===== src/rtl/cic_interpolator.sv =====
`default_nettype none
// ============================================================================
// Module   : cic_interpolator
// Brief    : 3-stage CIC interpolator, R = 2**os_sel (1..128), DC gain 1.
//            Define CIC_INT_SAT_EN to clamp the output instead of wrapping.
// Revision : 1.0  initial release
// ============================================================================
module cic_interpolator #(
  parameter int DW = 16
) (
  input  logic          clk,
  input  logic          reset_n,
  input  logic [2:0]    os_sel,
  input  logic [DW-1:0] data_in,
  input  logic          in_valid,
  output logic          in_ready,
  output logic [DW-1:0] data_out,
  output logic          out_valid,
  output logic          underrun
);

  localparam int         IW          = DW + 21;
  localparam logic [2:0] c_valid_lat = 3'd4;

  logic                 r_loaded;
  logic [2:0]           r_ratio;
  logic [6:0]           r_phase;
  logic [2:0]           r_vcnt;
  logic                 r_ov;
  logic                 r_underrun;
  logic signed [IW-1:0] r_d1, r_d2, r_d3;
  logic signed [IW-1:0] r_up;
  logic signed [IW-1:0] r_i1, r_i2, r_i3;
  logic [DW-1:0]        r_out;

  logic [2:0]           w_ratio;
  logic [6:0]           w_last_phase;
  logic                 w_phase0;
  logic                 w_flush;
  logic                 w_ready;
  logic signed [IW-1:0] w_x, w_c1, w_c2, w_c3;
  logic [DW-1:0]        w_out;

  // Until the first edge after reset the ratio comes straight from os_sel.
  assign w_ratio      = r_loaded ? r_ratio : os_sel;
  assign w_last_phase = 7'((8'd1 << w_ratio) - 8'd1);
  assign w_phase0     = (r_phase == 7'd0);
  assign w_flush      = r_loaded && w_phase0 && (os_sel != r_ratio);
  assign w_ready      = reset_n && w_phase0 && !w_flush;

  assign w_x  = (w_ready && in_valid) ? {{(IW-DW){data_in[DW-1]}}, data_in} : '0;
  assign w_c1 = w_x  - r_d1;
  assign w_c2 = w_c1 - r_d2;
  assign w_c3 = w_c2 - r_d3;

`ifdef CIC_INT_SAT_EN
  localparam logic signed [IW-1:0] c_max = {{(IW-DW+1){1'b0}}, {(DW-1){1'b1}}};
  localparam logic signed [IW-1:0] c_min = {{(IW-DW+1){1'b1}}, {(DW-1){1'b0}}};
  logic signed [IW-1:0] w_shifted;

  assign w_shifted = r_i3 >>> {r_ratio, 1'b0};

  always_comb begin
    w_out = w_shifted[DW-1:0];
    if (w_shifted > c_max) begin
      w_out = c_max[DW-1:0];
    end else if (w_shifted < c_min) begin
      w_out = c_min[DW-1:0];
    end
  end
`else
  assign w_out = DW'(r_i3 >>> {r_ratio, 1'b0});
`endif

  always_ff @(posedge clk or negedge reset_n) begin
    if (!reset_n) begin
      r_loaded   <= 1'b0;
      r_ratio    <= '0;
      r_phase    <= '0;
      r_vcnt     <= '0;
      r_ov       <= 1'b0;
      r_underrun <= 1'b0;
      r_d1       <= '0;
      r_d2       <= '0;
      r_d3       <= '0;
      r_up       <= '0;
      r_i1       <= '0;
      r_i2       <= '0;
      r_i3       <= '0;
      r_out      <= '0;
    end else if (w_flush) begin
      // Ratio change: drop every partial sample and restart the pipeline.
      r_ratio <= os_sel;
      r_phase <= '0;
      r_vcnt  <= '0;
      r_ov    <= 1'b0;
      r_d1    <= '0;
      r_d2    <= '0;
      r_d3    <= '0;
      r_up    <= '0;
      r_i1    <= '0;
      r_i2    <= '0;
      r_i3    <= '0;
      r_out   <= '0;
    end else begin
      r_loaded <= 1'b1;
      r_ratio  <= w_ratio;
      r_phase  <= (r_phase == w_last_phase) ? 7'd0 : r_phase + 7'd1;
      if (w_ready) begin
        r_d1 <= w_x;
        r_d2 <= w_c1;
        r_d3 <= w_c2;
        if (!in_valid) begin
          r_underrun <= 1'b1;
        end
      end
      r_up  <= w_ready ? w_c3 : '0;
      r_i1  <= r_i1 + r_up;
      r_i2  <= r_i2 + r_i1;
      r_i3  <= r_i3 + r_i2;
      r_out <= w_out;
      if (r_vcnt != c_valid_lat) begin
        r_vcnt <= r_vcnt + 3'd1;
      end
      r_ov <= (r_vcnt == c_valid_lat);
    end
  end

  assign in_ready  = w_ready;
  assign data_out  = r_out;
  assign out_valid = r_ov && !w_flush;
  assign underrun  = r_underrun;

endmodule
`default_nettype wire


===== config.mk =====
export PLATFORM = sky130hd
export DESIGN_NAME = cic_interpolator
export DESIGN_NICKNAME = d
export VERILOG_FILES = /design/src/rtl/cic_interpolator.sv
export SDC_FILE = /design/constraint.sdc
export NUM_CORES = 1
export LEC_CHECK = 0
export CAP_MARGIN = 30
export CORE_ASPECT_RATIO = 0.8
export CORE_MARGIN = 4
export CORE_UTILIZATION = 66
export CTS_CLUSTER_SIZE = 12
export DETAILED_ROUTE_END_ITERATION = 16
export DONT_BUFFER_PORTS = 1
export GPL_TIMING_DRIVEN = 1
export PLACE_DENSITY_LB_ADDON = 0.3
export SLEW_MARGIN = 10
export SYNTH_ARGS = -nofsm -noshare
export SYNTH_HDL_FRONTEND = slang
export SYNTH_SLANG_ARGS = --single-unit

===== constraint.sdc =====
create_clock -name clk -period 10 [get_ports clk]
set_input_delay 2.5 -clock clk [delete_from_list [all_inputs] [get_ports clk]]
set_output_delay 2.5 -clock clk [all_outputs]
set_load 0.1 [all_outputs]

# After elaboration in Yosys (flattened, before gate mapping)
# Cells that the tools add are included.
# Widths: inputs -> output; s select.
# op_classes
n_addsub	9
eq_ne	4
n_shift	2
n_mux	20
bitwise_logic	2
n_reduce_logical	11
# ops
op	n
$mux 37	12
$add 37x37->37	3
$sub 37x37->37	3
$sshr 37x4->16	1
$mux 16	1
$mux 7	2
$mux 3	4
$add 7x1->7 const B	1
$eq 7x7->1	1
$logic_not 7->1	1
$shl 1x3->7 const A	1
$sub 7x1->7 const B	1
$logic_and 1x1->1	6
$reduce_bool 2->1	2
$add 3x1->3 const B	1
$eq 3x3->1 const B	1
$ne 3x3->1	1
$ne 3x3->1 const B	1
$reduce_and 3->1	1
$not 1->1	2
$logic_not 1->1	1
$mux 1	1
# totals
reg_bits	291
input_bits	22
output_inout_bits	19
word_cells	62

# Longest topological paths before layout
# logic_depth
depth_word	12
depth_mapped	41
ltp_nobuf	38

# Worst setup path after synthesis
# No wires, ideal clock.
# synth_path
path_kind	input to register
start	in os_sel[2]
end	reg r_up[26]
setup_time_ps	132
arrival_ps	9349
required_time_ps	9868
path_slack_ps	519
stages	38
path_buffers	2
path_cell_list	xnor2_1 -> nand3_1 -> nand3_1 -> nand2_1 -> inv_1 -> buf_1 -> nand3_1 -> ha_1 -> inv_1 -> fa_1 -> a21o_1 -> a21oi_1 -> o21ai_0 -> a21oi_1 -> o21bai_1 -> a2111o_1 -> a41oi_1 -> xnor2_1 -> [... 2 more ...] -> a21oi_1 -> o21ai_0 -> a21boi_0 -> o21a_1 -> nor2_1 -> xnor2_1 -> ha_1 -> clkbuf_1 -> a21o_1 -> a21o_1 -> a21oi_1 -> o21ai_0 -> a211oi_1 -> a21oi_1 -> a211o_1 -> a21oi_1 -> xor2_1 -> nor2_1
# synth_via
elab_chain_cells	11
# synth_rtl
element	line	text
from (decl)	13	input logic [2:0] os_sel,
$ne 3x3->1 *	48	assign w_flush = r_loaded && w_phase0 && (os_sel != r_ratio);
$logic_and 1x1->1 *	48	
$logic_not 1->1 *	49	assign w_ready = reset_n && w_phase0 && !w_flush;
$logic_and 1x1->1 *	49	
via in_ready	16	output logic in_ready,
$logic_and 1x1->1	51	assign w_x = (w_ready && in_valid) ? {{(IW-DW){data_in[DW-1]}}, data_in} : '0;
$mux 37	51	
$sub 37x37->37	52	assign w_c1 = w_x - r_d1;
$sub 37x37->37	53	assign w_c2 = w_c1 - r_d2;
$sub 37x37->37	54	assign w_c3 = w_c2 - r_d3;
$mux 37 *	117	r_up <= w_ready ? w_c3 : '0;
$mux 37 *	91	end else if (w_flush) begin
to (signal assigned)	117	
to (decl)	32	logic signed [IW-1:0] r_up;
# Mark *: on every way through the listed nets, which the timed path passes. The rest lies on a longest branch.
# A chain may end at the register's enable or synchronous reset.

# Final worst setup path
# layout_path
start	in reset_n
end	reg r_up[26]
# layout_via
elab_chain_cells	9
# layout_rtl
element	line	text
from (decl)	12	input logic reset_n,
$logic_and 1x1->1 * (2 in series)	49	
$logic_and 1x1->1	51	
$mux 37	51	
$sub 37x37->37	52	
$sub 37x37->37	53	
$sub 37x37->37	54	
$mux 37 *	117	
$mux 37 *	91	
# Mark *: on every way between the ends. The rest lies on a longest branch, timed or not.

==> run metrics <==
flip-flop and latch count after synthesis 228; RSZ-0062 raised after global routing false; WL final 38.0 mm; setup TNS 0 ns; crit path DAT 9.92 ns; PortBufs 0; Multi-input gate area 0.0101 mm2; largest net degree at the start of global routing 231; Slew headroom 34.2%; ANT nets after route 0; Syn Area/Cell 8.99 um2; first-pass GRT wire length 63.9 mm; critical path's most frequent cell a21oi_1; Crit Path Category in2reg; critical path's largest stage delay 0.45 ns; Final period util 95.1%; worst r2r src r_phase[0]; wl on met1 17.7 mm; ys flop type dfrtp_1; GP Congestion 0.914; register area 0.00571 mm2; HPWL Detailed 27.2 mm; Cell variety after synth 76; wire per inst 17.8 um; cts hold-fix bufs 0; CTS resizes 0; antenna violations before repair 0; Mapped Cells 1824; remaining routing DRC violations 0; status complete, no violations; htree depth 1; Compound-Gate Fraction of Synth Area 20.3%; clk slew on worst S/H paths 0.06 ns; Hold Path Class reg2reg; total gr overflow 0; CP required 10.41 ns; postcts setup bufs 0; CTS sink cnt 228; Syn. warnings 0; Reg2Reg Setup Slack 0.97 ns; worst slew pin tran 0.987 ns; DR vias 13300; Final Hold Viols 0; root buffer cell clkbuf_16; # Max-Cap Violations 0; top sig layer met4; Rows 51; multiplexer area fraction after synthesis 4.23%; post-synthesis cell area 0.0164 mm2; largest family of logic cells by synthesized area compound AO/OA/AOI/OAI gates; Filler cells 1827; CP max stage cell a2111o_1; metal2 WL 17.0 mm; nets 1997; Async SR Flop Fraction 100%; share of cells above drive strength 1 4.77%; xor-xnor portion of the synthesized cell area 7.18%; min Tclk post-route 9.51 ns; Fmax 105 MHz; n_diodes 0; Synth Area in Adders 13.4%; Core Area 0.0244 mm2; Slew Limit Fails 0; number of I/O pins 41; Die H 149 um; crit path capture type flip-flop; DRT iter0 DRCs 948; Worst Hold Depth 1; First-pass DRT Iterations 5; RR Endpoint r_up[26]; crit path max fanout 230; Min-Delay Endpoint r_d1[11]; vias in the first global route 12900; Overall Global Routing Usage 27.9%; Setup crit start kind primary input; synthesized net count 2018; die width 184 um; drt via density 6.23; final setup fails 0; Met3 Wirelength 2.42 mm; CTS tree yes; simple-gate area share of the yosys netlist 16.2%; P&R area growth vs syn 6.75%; Clock Skew 0.0131 ns; EDFF count, synth 0; Initial Util 67.3%; sequential share of the synthesized area 34.8%; Longest Clk Path Bufs 3; cells on worst reg2reg path 38; total die area 0.0275 mm2; Clock Latency Late Sink 0.54 ns; CTS buffer count 25; critical hold path startpoint r_d1[11]
-- layer usage --
metal,vias to the layer above,global-route usage (%)
met5,-,0
met4,0,6.36
met3,64,4.61
met2,377,43.3
met1,6473,41.5
li1,6428,-
-- area by class of cell --
cell class | count | area share [%]
multi-input cells | 1425 | 57.5
well taps | 318 | 2.27
clock inverters | 5 | 0.450
clock buffers | 41 | 4.26
repair buffers | 10 | 0.543
inverters | 113 | 2.42
flip-flops and latches | 228 | 32.6
-- logic make-up (layout without fill, tap and decap cells) --
logic type      count (synthesis)  in the layout
buf+inv                       171            169
xor+xnor                      132            132
compound gates                501            501
simple gates                  570            570
flops                         228            228
other cells                     1              1
mux                            49             49
fa+ha+maj                     172            172
-- cell usage after synthesis, types with 16 or more instances --
cell        n  share of area, %
xor2_1     49               2.6
a211oi_1   31               1.4
clkbuf_1   51               1.2
nor2_1    209               4.8
dfrtp_1   228                35
nor3_1     46               1.4
a21o_1    102               4.7
mux4_2     16               2.2
inv_1     113               2.6
ha_1      166                13
o21a_1     28               1.3
and3_1     39               1.5
and2_1     22              0.84
o21ai_0    68               2.1
nand2_1   137               3.1
mux2i_1    31               1.9
a21oi_1   151               4.6
xnor2_1    81               4.3
nand2b_1   27               1.0
nand3_1    24              0.73
-- flip-flops by register name (all words and copies together), names as in the netlist --
| name | cells |
|---|---|
| r_d2 | 30 |
| r_d3 | 30 |
| r_i1 | 30 |
| r_i2 | 30 |
| r_i3 | 30 |
| r_up | 30 |
| data_out | 16 |
| r_d1 | 16 |
| r_phase | 7 |
| r_ratio | 3 |
| r_vcnt | 3 |
| r_loaded | 1 |
| r_ov | 1 |
| underrun | 1 |
-- critical path: cells and delay by family --
| family | cells | cell delay [ns] |
|---|---|---|
| adders and majority gates | 4 | 1.32 |
| buffers and inverters | 2 | 0.33 |
| and+or+nand+nor | 6 | 0.84 |
| AOI/OAI and AO/OA | 19 | 4.16 |
| xor gates and xnor gates | 3 | 0.49 |
-- stage by stage --
stage / setup slack, ns / cells / hold slack, ns / utilization (%) / instance area (um2)
finish: 0.490 / 2140 / 0.475 / 71.8 / 17500
global route: 0.141 / 2140 / 0.494 / 71.8 / 17500
detailed placement: 0.201 / 2093 / 0.466 / 68.3 / 16700
global placement: 0.476 / 2092 / 0.458 / 68.3 / 16600
floorplan: 0.519 / 1824 / 0.449 / - / 16400
CTS: 0.728 / 2139 / 0.480 / 71.7 / 17500
-- placed cells by master (no fill, tap or decap), drive strengths merged, types with 31 or more instances in the layout --
cell type,instances
nand2,137
inv,113
o21ai,72
xnor2,82
dfrtp,228
xor2,49
a21oi,153
clkbuf,41
and3,39
mux2i,31
nor2,209
ha,166
a211oi,32
nor3,47
a21o,102
-- how the worst max path moves through the flow --
stage / end / slack, ns / cells past startpoint / startpoint
floorplan: r_up[26] / 0.52 / 38 / os_sel[2]
global placement: r_up[29] / 0.48 / 35 / os_sel[2]
detailed placement: r_up[26] / 0.20 / 36 / os_sel[0]
CTS: r_up[26] / 0.73 / 36 / os_sel[0]
global route: r_up[26] / 0.14 / 36 / os_sel[2]
finish: r_up[26] / 0.49 / 34 / reset_n
Power is left out: the tool's default activity adds up to more than one toggle a clock period on the data nets, which glitch-free logic cannot reach.
